`config.mk`:
```
export PLATFORM = sky130hd
export DESIGN_NAME = pixel_layer_mux
export DESIGN_NICKNAME = d
export VERILOG_FILES = /design/src/rtl/pixel_layer_mux.sv
export SDC_FILE = /design/constraint.sdc
export NUM_CORES = 1
export LEC_CHECK = 0
export BUFFER_PORTS_ARGS = -buffer_cell sky130_fd_sc_hd__buf_2
export CORE_AREA = 2 2 79 66
export CTS_CLUSTER_SIZE = 10
export DETAILED_ROUTE_END_ITERATION = 8
export DIE_AREA = 0 0 81 68
export MAX_ROUTING_LAYER = met4
export SLEW_MARGIN = 15
export SYNTH_ARGS = -nofsm -noshare
export SYNTH_HDL_FRONTEND = slang
export SYNTH_SLANG_ARGS = --single-unit
```
`constraint.sdc`:
```
create_clock -name clk -period 3.9 [get_ports clk]
set_input_delay 0.195 -clock clk [delete_from_list [all_inputs] [get_ports clk]]
set_output_delay 0.195 -clock clk [all_outputs]
set_load 0.02 [all_outputs]
```
`src/rtl/pixel_layer_mux.sv`:
```
// Registered N-layer pixel selector/compositor with frame-synchronous, double-buffered configuration.
// Sync and valid share the single output stage with the pixel so they always stay aligned.
module pixel_layer_mux #(
    parameter  int PIXEL_W    = 6,
    parameter  int NUM_LAYERS = 4,
    localparam int SEL_W      = $clog2(NUM_LAYERS)
) (
    input  logic                          clk,
    input  logic                          rst_n,
    input  logic [NUM_LAYERS*PIXEL_W-1:0] pix_in,
    input  logic                          pix_valid,
    input  logic                          hsync_in,
    input  logic                          vsync_in,
    input  logic                          frame_start,
    input  logic                          cfg_wr,
    input  logic [SEL_W-1:0]              sel_req,
    input  logic                          mode_req,
    input  logic [PIXEL_W-1:0]            key_req,
    output logic [PIXEL_W-1:0]            pix_out,
    output logic                          pix_valid_out,
    output logic                          hsync_out,
    output logic                          vsync_out,
    output logic                          cfg_pending,
    output logic [SEL_W-1:0]              active_sel
);

    typedef enum logic {
        MODE_DIRECT   = 1'b0,
        MODE_PRIORITY = 1'b1
    } mode_t;

    localparam logic [SEL_W-1:0] MAX_SEL = SEL_W'(NUM_LAYERS - 1);

    logic [PIXEL_W-1:0] layer [NUM_LAYERS];
    logic [SEL_W-1:0]   sel_clamped;
    logic [SEL_W-1:0]   shadow_sel;
    mode_t              shadow_mode;
    logic [PIXEL_W-1:0] shadow_key;
    mode_t              active_mode;
    logic [PIXEL_W-1:0] active_key;
    logic [PIXEL_W-1:0] direct_pix;
    logic [PIXEL_W-1:0] prio_pix;
    logic [PIXEL_W-1:0] selected;

    for (genvar g = 0; g < NUM_LAYERS; g++) begin : g_unpack
        assign layer[g] = pix_in[g*PIXEL_W +: PIXEL_W];
    end

    // Out-of-range selects (only possible for non-power-of-2 layer counts) stick to the top layer.
    assign sel_clamped = (sel_req > MAX_SEL) ? MAX_SEL : sel_req;

    // A write in the frame_start cycle bypasses the shadow so the request takes effect immediately.
    always_ff @(posedge clk or negedge rst_n) begin
        if (!rst_n) begin
            shadow_sel  <= '0;
            shadow_mode <= MODE_DIRECT;
            shadow_key  <= '0;
            active_sel  <= '0;
            active_mode <= MODE_DIRECT;
            active_key  <= '0;
            cfg_pending <= 1'b0;
        end else if (frame_start && cfg_wr) begin
            shadow_sel  <= sel_clamped;
            shadow_mode <= mode_t'(mode_req);
            shadow_key  <= key_req;
            active_sel  <= sel_clamped;
            active_mode <= mode_t'(mode_req);
            active_key  <= key_req;
            cfg_pending <= 1'b0;
        end else if (frame_start) begin
            if (cfg_pending) begin
                active_sel  <= shadow_sel;
                active_mode <= shadow_mode;
                active_key  <= shadow_key;
                cfg_pending <= 1'b0;
            end
        end else if (cfg_wr) begin
            shadow_sel  <= sel_clamped;
            shadow_mode <= mode_t'(mode_req);
            shadow_key  <= key_req;
            cfg_pending <= 1'b1;
        end
    end

    // Ascending scan: the last non-key layer at or below active_sel wins; layer 0 is the fallback.
    always_comb begin
        direct_pix = layer[0];
        prio_pix   = layer[0];
        for (int i = 0; i < NUM_LAYERS; i++) begin
            if (SEL_W'(i) == active_sel) begin
                direct_pix = layer[i];
            end
            if ((SEL_W'(i) <= active_sel) && (layer[i] != active_key)) begin
                prio_pix = layer[i];
            end
        end
        selected = (active_mode == MODE_PRIORITY) ? prio_pix : direct_pix;
    end

    always_ff @(posedge clk or negedge rst_n) begin
        if (!rst_n) begin
            pix_out       <= '0;
            pix_valid_out <= 1'b0;
            hsync_out     <= 1'b0;
            vsync_out     <= 1'b0;
        end else begin
            pix_out       <= pix_valid ? selected : '0;
            pix_valid_out <= pix_valid;
            hsync_out     <= hsync_in;
            vsync_out     <= vsync_in;
        end
    end

endmodule

```
# == Word level (Yosys, flattened, before mapping) ==
# Index checks and enable logic that the tools add are counted.
# classes
reduce_logical,10
n_lt_le_gt_ge,4
n_mux,30
eq_ne,7
# ops
op,n
2-to-1 mux 6 bit,14
!= test 6 bit,3
2-to-1 mux 2 bit,7
2-to-1 mux 1 bit,9
nonzero test 2 bit,3
equality test 2 bit (first input constant),2
less-or-equal comparator 2 bit (first input constant),2
logical AND 1 bit,4
AND reduction 2 bit,2
nonzero test 3 bit,1
equality test 1 x 2 -> 1 bit (first input constant),1
> comparator 2 bit (second input constant),1
less-or-equal comparator 1 x 2 -> 1 bit (first input constant),1
!= test 2 x 1 -> 1 bit (second input constant),1
# totals
input_bits,40
out_inout_bits,12
ff_bits,28

# == Logic depth before layout (Yosys ltp) ==
# logic_depth
depth_word,7
depth_mapped,7
ltp_nobuf,6

# == Worst setup path before layout ==
# No wires, ideal clock.
# synth_path
path_type,register to register
from,reg active_key[3]
to,reg pix_out[5]
t_arrival_ns,1.687
stages_incl_launch_ff,8
required_time_ns,3.818
slack_ns,2.131
setup_ns,0.082
cell_sequence,dfrtp_1 -> xor2_1 -> nor4_2 -> a31o_1 -> buf_6 -> mux2i_1 -> a211o_1 -> a31oi_1
# synth_via
elab_chain_cells,7
elab_cells_between_ends,11
cone_classes,3 x eq/ne; 5 x mux; 3 x reduce/logical
# synth_rtl
element,line,text
from (decl),40,logic [PIXEL_W-1:0] active_key;
from (signal assigned),68,active_key <= key_req;
from (signal assigned),74,active_key <= shadow_key;
!= test 6 bit,93,if ((SEL_W'(i) <= active_sel) && (layer[i] != active_key)) begin
logical AND 1 bit,93,
2-to-1 mux 6 bit (2 in a row),93,
2-to-1 mux 6 bit *,93,
2-to-1 mux 6 bit *,97,selected = (active_mode == MODE_PRIORITY) ? prio_pix : direct_pix;
2-to-1 mux 6 bit *,107,pix_out <= pix_valid ? selected : '0;
to (signal assigned),107,
to (decl),19,"output logic [PIXEL_W-1:0] pix_out,"
# Mark *: on every way between the ends. The rest lies on a longest branch, timed or not.
# A chain may end at the register's enable or synchronous reset.

# == Worst setup path in the final report ==
# layout_path
from,reg active_sel[1]
to,reg pix_out[4]
# layout_via
elab_chain_cells,7
elab_cells_between_ends,17
cone_classes,3 x order compare; 3 x eq/ne; 8 x mux; 3 x reduce/logical
# layout_rtl
element,line,text
from (decl),24,output logic [SEL_W-1:0] active_sel
from (signal assigned),66,active_sel <= sel_clamped;
from (signal assigned),72,active_sel <= shadow_sel;
less-or-equal comparator 1 x 2 -> 1 bit,93,
logical AND 1 bit,93,
2-to-1 mux 6 bit (3 in a row),93,
2-to-1 mux 6 bit *,97,
2-to-1 mux 6 bit *,107,
# Marks and branches as above.

==> qor.yml <==
detailed_routing:
  drt_iter0_markers: 72
  wire_per_inst_um: 15.32
  num_vias: 1195
  dr.pass1.iters: 5
  vias_per_cell: 4.959
  ant_nets: 0
  wl_um: 3693
  route.detailed.drc: 0
logic_synthesis:
  yosysTopAreaCell: "dfrtp_1"
  yosys_warnings: 0
  ys_top_cells_by_area: "dfrtp_1, mux2_2, mux4_4, xor2_1, xnor2_1"
  syn_avg_cell_area_sq_um: 12.32
  ys_top_cells_by_count: "dfrtp_1, mux2_2, xor2_1"
  synth_top_family_by_area: "multiplexers"
  synth-xor-area-share_pct: 10.00
  seq_area_frac_synth_pct: 44.44
  syn_area_sq_um: 1577
  syn_inst: 128
  synth_compound_area_share_pct: 11.43
  ys.flop_type: "dfrtp_1"
  ys_types: 23
  synthAdderAreaFrac_pct: 0
  syn-num-nets: 168
  async_reset_ff_share_pct: 100.0
  muxShareOfSynthArea_pct: 24.60
  synth-simple-area-share_pct: 5.397
  synth_seq_cells: 28
  yosysMostFrequentCell: "dfrtp_1"
  yosysTopAreaCellShare_pct: 44.44
  synth_edf_count: 0
clocking:
  cts_tree: "built"
  ctsResizeCount: 0
  cts-htree-levels: 1
  clock-root-buffer: "clkbuf_8"
  cts_buffers: 3
  cts_sinks: 28
  cts.clk_slew.worst_paths_ns: 0.10
  cts.path.max_buffers: 2
  clk_latency_ns: 0.28
place:
  gp_congestion: 0.8731
  place_hpwl_um: 2811
  port_buffers: 51
sta:
  drv_slew: 0
  setup_viol: 0
  whs_ns: 0.01810
  min_period_ns: 2.071
  rsz0062_at_grt: "false"
  fmax_mhz: 482.9
  fin_skew_ns: 0.007700
  worst_slew_pin_slew_ns: 1.099
  hold_viol: 0
  setup_tns_ns: 0
  slew_headroom_pct: 26.40
  fin_crit_sh_pct: 53.10
worst_setup_path:
  cp.arrival_ns: 2.22
  crit_type: "flop to flop"
  worstPathRequired_ns: 4.05
  end_kind: "flop"
  critPathLaunchType: "flop"
  cp_max_fo: 13
floorplan:
  die_w_um: 81
  dieArea_sq_um: 5508
  row_count: 23
  ioPinCount: 52
  die_h_um: 68
  core_sq_um: 4777
  start_util_pct: 33.00
status:
  status: "complete, no violations"
pwr:
  power_frac_clock_pct: 25.9
  p_leak_nw: 0.8724
  p_sw_w: 0.0002796
  combPwrFrac_pct: 30.9
  swShare_pct: 31.26
  pwr_density_cell_nw_per_um2: 460.3
  p_int_w: 0.0006147
  peakVddDrop_mv: 0.2190
  p_seq_share_pct: 43.1
final_layout:
  area_growth_pct: 23.25
  drive_above_1_share_pct: 45.25
  fin_nets: 220
  n_fill_cell: 492
  num_antenna_cells: 0
global_route:
  antenna_found_initial: 0
  overflow: 0
  grt_pass1_vias: 1208
  grt_max_degree: 29
  grt_pass1_wl_um: 6078
  grt_usage_pct: 14.86
run:
  maxCapViolCount: 0
hold_path:
  min_path_type: "primary input to flop"
## cell usage in the layout, fill, tap and decap left out
cell type,Yosys,routed
dlygate4sd3_1,0,2
o31ai_1,1,1
o21ai_0,8,8
buf_4,0,1
nor2_1,9,9
mux4_4,4,4
nor4_1,1,1
xnor2_1,8,8
mux4_2,2,2
a211o_1,6,6
o21ai_1,1,1
buf_2,1,51
dfrtp_1,28,28
nand2_1,7,7
a31oi_1,9,9
nor4_2,1,1
a21oi_1,2,2
clkbuf_8,3,3
mux2i_1,4,4
xor2_1,10,10
bufinv_16,0,1
a31o_1,1,1
nand4_1,1,1
mux2_2,18,18
## critical path: stages, from the launching register on
cell     delay (ns)
dfrtp_1        0.73
nand2_1        0.11
a31oi_1        0.82
a211o_1        0.20
a31oi_1        0.08
## power groups by stage
| stage | sequential, W | clock (W) | combinational, W |
|---|---|---|---|
| 2_1_floorplan | 0.000390 | 0 | 0.000206 |
| 3_3_place_gp | 0.000390 | 0 | 0.000273 |
| 3_5_place_dp | 0.000392 | 0 | 0.000276 |
| 4_1_cts | 0.000386 | 0.000238 | 0.000279 |
| 5_1_grt | 0.000394 | 0.000250 | 0.000304 |
| 6_report | 0.000386 | 0.000232 | 0.000277 |
## cell type report
| class | instances | area (sq um) | area share, % |
|---|---|---|---|
| repair buffers | 54 | 282.8 | 14.55 |
| clock inverters | 1 | 30.03 | 1.545 |
| well taps | 62 | 77.57 | 3.992 |
| multi-input cells | 93 | 810.8 | 41.73 |
| clock buffers | 3 | 41.29 | 2.125 |
| flip-flops and latches | 28 | 700.7 | 36.06 |
## what timing repair did
action	CTS	global route
hold endpoints to repair	28	1
buffers inserted	0	0
hold buffers	1	1
## routing by layer
layer / track usage [%] / up-vias / share of wire (%) / wire length (um)
met5: - / - / 0 / 0
met4: 1.271 / 0 / 0.30 / 11
met3: 4.090 / 2 / 8.9 / 329
met2: 23.24 / 49 / 45 / 1646
met1: 20.25 / 574 / 46 / 1705
li1: - / 570 / - / -
## cells by family (layout without fill, tap and decap cells)
| family | after synthesis | count (layout) |
|---|---|---|
| AO/OA/AOI/OAI | 28 | 28 |
| XOR/XNOR | 18 | 18 |
| buffers and inverters | 7 | 58 |
| flip-flops | 28 | 28 |
| multiplexers | 28 | 28 |
| AND/OR/NAND/NOR | 19 | 19 |
## sequential cells by signal, indices dropped and copies added (netlist names)
name           cells
hsync_out          1
pix_valid_out      1
active_key         6
active_mode        1
pix_out            6
shadow_sel         2
cfg_pending        1
active_sel         2
shadow_key         6
shadow_mode        1
vsync_out          1
## final timing paths
| path | startpoint | to | slack [ns] | cells after the start |
|---|---|---|---|---|
| max in group asynchronous | rst_n | shadow_key[1] | 3.05 | 2 |
| hold reg to reg | shadow_key[1] | shadow_key[1] | 0.50 | 1 |
| min in group asynchronous | rst_n | pix_out[1] | 0.44 | 2 |
| setup / recovery | active_sel[1] | pix_out[4] | 1.83 | 4 |
| hold / removal | hsync_in | hsync_out | 0.02 | 1 |
| setup reg to reg | active_sel[1] | pix_out[4] | 1.83 | 4 |
## per-stage QoR
stage	total power [W]	instances	area (sq um)	setup WS, ns	utilization (%)
after floorplan	0.0005960	128	1577	2.131	-
after CTS	0.0009017	240	1933	1.830	40.47
after global routing	0.0009480	241	1943	1.604	40.68
after detailed placement	0.0006677	235	1852	1.873	38.76
after global placement	0.0006635	235	1852	1.846	38.76
final	0.0008943	241	1943	1.829	40.68
Note: power is estimated with default switching activity, not from simulation.
